### config.mk
export PLATFORM = sky130hd
export DESIGN_NAME = top_ej_2
export DESIGN_NICKNAME = d
export VERILOG_FILES = /design/src/rtl/top_ej_2.sv
export SDC_FILE = /design/constraint.sdc
export NUM_CORES = 1
export LEC_CHECK = 0
export BUFFER_PORTS_ARGS = -buffer_cell sky130_fd_sc_hd__clkbuf_2
export CORE_MARGIN = 8
export CORE_UTILIZATION = 40
export CTS_CLUSTER_SIZE = 28
export DETAILED_ROUTE_END_ITERATION = 10
export GPL_TIMING_DRIVEN = 0
export PLACE_DENSITY = 0.76
export SYNTH_ARGS = -nofsm -noshare
export SYNTH_HDL_FRONTEND = slang
export SYNTH_SLANG_ARGS = --single-unit
### constraint.sdc
create_clock -name clock -period 3 [get_ports clock]
set_input_delay 0 -clock clock [delete_from_list [all_inputs] [get_ports clock]]
set_output_delay 0 -clock clock [all_outputs]
set_load 0.005 [all_outputs]
### src/rtl/top_ej_2.sv
// Registered two-operand ALU (add, sub, and, or) with a fixed two-edge latency.
// Operands and select are captured together, and the result is taken from a flop.
module top_ej_2 #(
   parameter int NB_DATA = 16
) (
   input  logic                      clock,
   input  logic                      i_rst_n,
   input  logic signed [NB_DATA-1:0] i_dataA,
   input  logic signed [NB_DATA-1:0] i_dataB,
   input  logic        [1:0]         i_sel,
   output logic signed [NB_DATA-1:0] o_dataC
);

   logic signed [NB_DATA-1:0] dataA_p0;
   logic signed [NB_DATA-1:0] dataB_p0;
   logic        [1:0]         sel_p0;
   logic signed [NB_DATA-1:0] result_p1;

   // Results wrap modulo 2^NB_DATA; subtraction is a + ~b + 1 in the same width.
   function automatic logic signed [NB_DATA-1:0] aluOp(
      input logic signed [NB_DATA-1:0] a,
      input logic signed [NB_DATA-1:0] b,
      input logic        [1:0]         sel
   );
      logic signed [NB_DATA-1:0] res;
      case (sel)
         2'b00:   res = a + b;
         2'b01:   res = a - b;
         2'b10:   res = a & b;
         default: res = a | b;
      endcase
      return res;
   endfunction

   // Stage p0: operand and select capture
   always_ff @(posedge clock or negedge i_rst_n) begin
      if (!i_rst_n) begin
         dataA_p0 <= '0;
         dataB_p0 <= '0;
         sel_p0   <= '0;
      end else begin
         dataA_p0 <= i_dataA;
         dataB_p0 <= i_dataB;
         sel_p0   <= i_sel;
      end
   end

   // Stage p1: registered result
   always_ff @(posedge clock or negedge i_rst_n) begin
      if (!i_rst_n) begin
         result_p1 <= '0;
      end else begin
         result_p1 <= aluOp(dataA_p0, dataB_p0, sel_p0);
      end
   end

   assign o_dataC = result_p1;

endmodule

# Word-level counts from Yosys, hierarchy flattened
# Index checks and enable logic that the tools add are counted.
[totals]
regBits = 50
latch_bits = 0
ram_bits = 0
romBits = 0
wordCells = 12
memories = 0
[op_classes]
add_sub_neg = 2
mul = 0
div_mod_pow = 0
magnitude_cmp = 0
eq_ne = 2
n_shift = 0
mux = 1
n_bitwise = 2
n_reduce_logical = 1
[ops]
columns = ["op", "n"]
rows = [
  ["$pmux 16 s3", 1],
  ["$add 16x16->16", 1],
  ["$and 16x16->16", 1],
  ["$or 16x16->16", 1],
  ["$sub 16x16->16", 1],
  ["$eq 2x1->1 const B", 1],
  ["$eq 2x2->1 const B", 1],
  ["$logic_not 2->1", 1],
]

# Logic depth before layout (Yosys ltp)
[depth]
ltp_word = 2
depth_mapped = 15
depth_no_buf = 14

# Worst setup path after synthesis
# OpenSTA, ideal clock, no wires.
[synth_timing]
path_type = "register -> register"
startpoint = "register sel_p0[1]"
endpoint = "register result_p1[15], in the netlist o_dataC[15]"
setup_time_ps = 129
t_arrival_ps = 2851
t_required_ps = 2871
slack_ps = 20
path_stages_with_launch = 15
n_path_buf = 1
period_less_slack_ps = 2980
cell_sequence = "dfrtp_1 -> clkbuf_1 -> clkinv_1 -> nand2_1 -> o31ai_1 -> xor2_1 -> ha_1 -> o211ai_1 -> a21oi_1 -> o21ai_0 -> o211ai_1 -> and4_1 -> nor3_4 -> mux2i_1 -> a21oi_1"
[synth_via]
elab_chain_len = 2
[synth_rtl]
columns = ["item", "line", "rtl"]
rows = [
  ["start, declared", "16", "logic [1:0] sel_p0;"],
  ["start signal, assigned", "44", "sel_p0 <= i_sel;"],
  ["$eq 2x2->1, or another cell as far along", "26", "case (sel)"],
  ["$pmux 16 s3 (*)", "26", ""],
  ["end signal, assigned", "53", "result_p1 <= aluOp(dataA_p0, dataB_p0, sel_p0);"],
  ["end, declared", "17", "logic signed [NB_DATA-1:0] result_p1;"],
]
# Mark *: on every way between the ends. The rest lies on a longest branch, timed or not.

# Final worst setup path
[layout_timing]
startpoint = "register dataB_p0[4]"
endpoint = "register result_p1[15], in the netlist o_dataC[15]"
[layout_via]
elab_chain_len = 2
[layout_rtl]
columns = ["item", "line", "rtl"]
rows = [
  ["start, declared", "15", "logic signed [NB_DATA-1:0] dataB_p0;"],
  ["start signal, assigned", "43", "dataB_p0 <= i_dataB;"],
  ["$sub 16x16->16 / $add 16x16->16 (equally long branches)", "28, 27", ""],
  ["$pmux 16 s3 (*)", "26", ""],
]
# Marks and branches as above.

==> metrics.md <==
| Metric | Value |
|---|---|
| Port Buf Inserts | `51` |
| ANT cells | `0` |
| Count of pins over their slew limit | `0` |
| H-tree lvl count | `2` |
| DR vias | `2,075` |
| CTS Sinks | `50` |
| Final worst slack | `-0.0394 ns` |
| Final Total Pwr | `1.69 mW` |
| First-pass GRT wire length | `10,300 um` |
| Filler Cells Inserted | `525` |
| Setup Skew | `0.00655 ns` |
| CTS clk-pin slew, worst paths | `0.09 ns` |
| Core area | `0.00628 mm^2` |
| Drt initial violations | `68` |
| Final period util | `101%` |
| Pwr dens | `476 mW/mm^2` |
| Layout cells sized above 1 | `27.9%` |
| Worst reg-to-reg setup slack | `-0.04 ns` |
| Sequential area share after synthesis | `48.5%` |
| Io pins | `52` |
| Crit path max fanout | `4` |
| Die ar. | `0.00927 mm^2` |
| Routed len/inst | `14.6 um` |
| Footprint of the multi-input gates | `0.00135 mm^2` |
| WL final | `6080 um` |
| Layout Nets | `395` |
| Insertion delay to the later sink of the worst-skew pair | `0.30 ns` |
| Pin count of the biggest net entering global routing | `51` |
| Yosys reg bits | `50` |
| HP Start | `i_dataA[15]` |
| Synth-to-layout area growth | `37.7%` |
| Hold Path Sink | `dataA_p0[15]` |
| Sequential Power Share | `45.8%` |
| DRC viols | `0` |
| DRT antenna net count | `0` |
| Average vias per placed instance | `4.96` |
| Critical setup path kind | `flop to flop` |
| Critical path required time | `3.19 ns` |
| Slew margin rel. | `23.4%` |
| Total Routing Usage GR | `14.0%` |
| Synthesized area | `0.00258 mm^2` |
| Status | `complete, but fails checks` |
| Startpoint Class | `flop` |
| Failing checks | `setup timing` |
| Comb power frac | `27.0%` |
| Critical Path Slowest Stage Cell | `dfrtp_2` |
| Max-cap check violation count | `0` |
| Reg2reg start | `dataB_p0[4]` |
| Commonest non-fill, non-tap cells in the layout | `clkbuf_2 (52), dfrtp_1 (45), dlygate4sd3_1 (35)` |
| Post-DP HPWL | `4270 um` |
| Clock power frac | `27.2%` |
| CP bufs+invs | `0` |
| Most common cell after layout, fill and taps aside | `clkbuf_2` |
| Die extent in y | `96.3 um` |
| Register-to-Register Path Depth | `13` |
| Grt total ovfl | `0` |
| Largest stage delay, worst path | `0.45 ns` |
| FF-to-FF End | `o_dataC[15]` |
| RSZ-0062 raised after global routing | `true` |
| Number of global-route vias before repair | `2,274` |
| Initial core utilization | `41.1%` |
| Drt first pass iters | `4` |
| P_sw | `0.479 mW` |
| CP delay by family, top | `simple AND/OR/NAND/NOR gates` |
| Row cnt | `29` |
| CP endpoint kind | `flop` |
| CTS Buf Count | `5` |
| TritonCTS clock tree | `yes` |
| Internal power | `1.21 mW` |
| Hold Crit Class | `primary input to flop` |
| Hold-critical path depth | `2` |
| Switching Fraction | `28.3%` |
| Cells after synthesis | `238` |
| Critical path cell sequence | `nor4_4, nand2_2, o31ai_4, xor2_1, ha_1, a21oi_2, nor2b_1, o21ai_1, o211ai_1, and4_1, nor3_4, mux2i_1, a21oi_1` |
| Synth cell types | `36` |
| Max Root-Sink Buffers | `2` |
| Final core utilization | `56.6%` |
| Min Tclk post-route | `3.04 ns` |
| FF/Latch Area | `0.00126 mm^2` |
| P_leak | `1.63 nW` |
| Root Driver | `clkbuf_8` |
| Mapped Avg Cell Area | `10.8 um^2` |
| Worst Path Arrival | `3.23 ns` |
| Pin slew with the least headroom to its limit | `1.15 ns` |
| Setup violators final | `2` |
| Routability Congestion | `0.880` |
| Initial antenna violation count | `0` |
| Chip Width | `96.3 um` |
| Final hold vios | `0` |
| Number of synthesis warnings | `0` |
| Max Freq | `0.329 GHz` |
| Peak supply drop | `0.319 mV` |
| Pre-CTS setup slack | `-0.621 ns` |
| Syn_nets | `293` |
## state kept, by name (all words and copies together) (netlist names)
| signal | count |
|---|---|
| o_dataC | 16 |
| dataB_p0 | 16 |
| sel_p0 | 2 |
| dataA_p0 | 16 |
## power by group through the flow
stage	registers [mW]	clock network [mW]	logic (mW)
final	0.775	0.460	0.457
after CTS	0.773	0.473	0.443
after detailed placement	0.784	0	0.383
after floorplan	0.784	0	0.247
after global placement	0.784	0	0.370
after global routing	0.782	0.495	0.512
## area by class of cell
| type | instances | share of cell area, % |
|---|---|---|
| Buffer | 4 | 0.458 |
| Clock buffer | 5 | 1.94 |
| Clock inverter | 3 | 1.13 |
| Inverter | 8 | 0.916 |
| Multi-Input combinational cell | 174 | 38.1 |
| Sequential cell | 50 | 35.4 |
| Tap cell | 77 | 2.71 |
| Timing Repair Buffer | 97 | 19.4 |
## what timing repair did
action	4_1_cts	5_1_grt
endpoints found under the hold margin	84	0
setup endpoints to repair	8	5
gates resized for setup	21	10
hold buffers	35	0
setup buffers	10	1
pin swaps	6	8
## metrics by stage
step	hold slack (ns)	TNS, ns	cells	area, um^2
floorplan	-0.296	0	238	2580
finish	0.334	-0.0745	418	3550
global placement	0.109	-2.21	366	2930
detailed placement	0.110	-2.81	366	2930
global route	0.331	-0.688	418	3550
CTS	0.325	0	417	3500
## worst max-delay path by stage
| stage | start | end | slack (ns) | cells after the start |
|---|---|---|---|---|
| 6_report | dataB_p0[4] | o_dataC[15] | -0.04 | 13 |
| 5_1_grt | dataB_p0[4] | o_dataC[15] | -0.22 | 13 |
| 4_1_cts | dataB_p0[3] | o_dataC[15] | 0.003 | 13 |
| 3_5_place_dp | sel_p0[1] | o_dataC[15] | -0.62 | 14 |
| 3_3_place_gp | sel_p0[1] | o_dataC[15] | -0.56 | 14 |
| 2_1_floorplan | sel_p0[1] | o_dataC[15] | 0.02 | 14 |
## cells in the mapped netlist, drive strengths merged
master	instances	area share [%]
dfrtp	50	49
o21ai	22	4.3
a21oi	20	3.9
nand2	19	2.8
ha	18	8.7
maj3	15	5.8
xor2	14	4.8
nor2	13	1.9
xnor2	12	4.1
inv	7	1.0
clkbuf	6	0.87
nor2b	6	1.5
nand2b	4	0.97
nor3	4	1.2
o31ai	4	1.2
a21o	3	0.87
a31oi	2	0.49
o211ai	2	0.58
or3	2	0.68
a221oi	1	0.34
a22o	1	0.34
a311o	1	0.39
and2	1	0.24
and3	1	0.24
and4	1	0.34
clkinv	1	0.15
fa	1	0.78
mux2	1	0.44
mux2i	1	0.39
nand4	1	0.24
nor4	1	0.24
o32ai	1	0.34
o41ai	1	1.1
or4	1	0.44
## kinds of logic (layout without fill, tap and decap cells)
logic type | count (synthesis) | in the layout | synth area share, %
AO/OA/AOI/OAI | 58 | 58 | 13.7
XOR/XNOR | 26 | 26 | 8.83
adder cells (fa/ha/maj) | 34 | 34 | 15.3
buffers and inverters | 14 | 117 | 2.04
flip-flops | 50 | 50 | 48.5
multiplexers | 2 | 2 | 0.825
AND/OR/NAND/NOR | 54 | 54 | 10.7
## routing by layer
layer | share of wire, % | global-route usage [%] | up-vias
li1 | - | - | 1036
met4 | 1.6 | 5.93 | 0
met1 | 42 | 16.2 | 981
met3 | 4.7 | 3.20 | 8
met2 | 51 | 24.4 | 50
met5 | 0 | 0 | -
## worst register-to-register path, cell delays in order, from the launching register on
cell and delay, ns:
dfrtp_2 0.45, nor4_4 0.36, nand2_2 0.14, o31ai_4 0.20
xor2_1 0.19, ha_1 0.28, a21oi_2 0.18, nor2b_1 0.07
o21ai_1 0.17, o211ai_1 0.17, and4_1 0.25, nor3_4 0.17
mux2i_1 0.22, a21oi_1 0.08
Power figures use the tool's default switching activity.
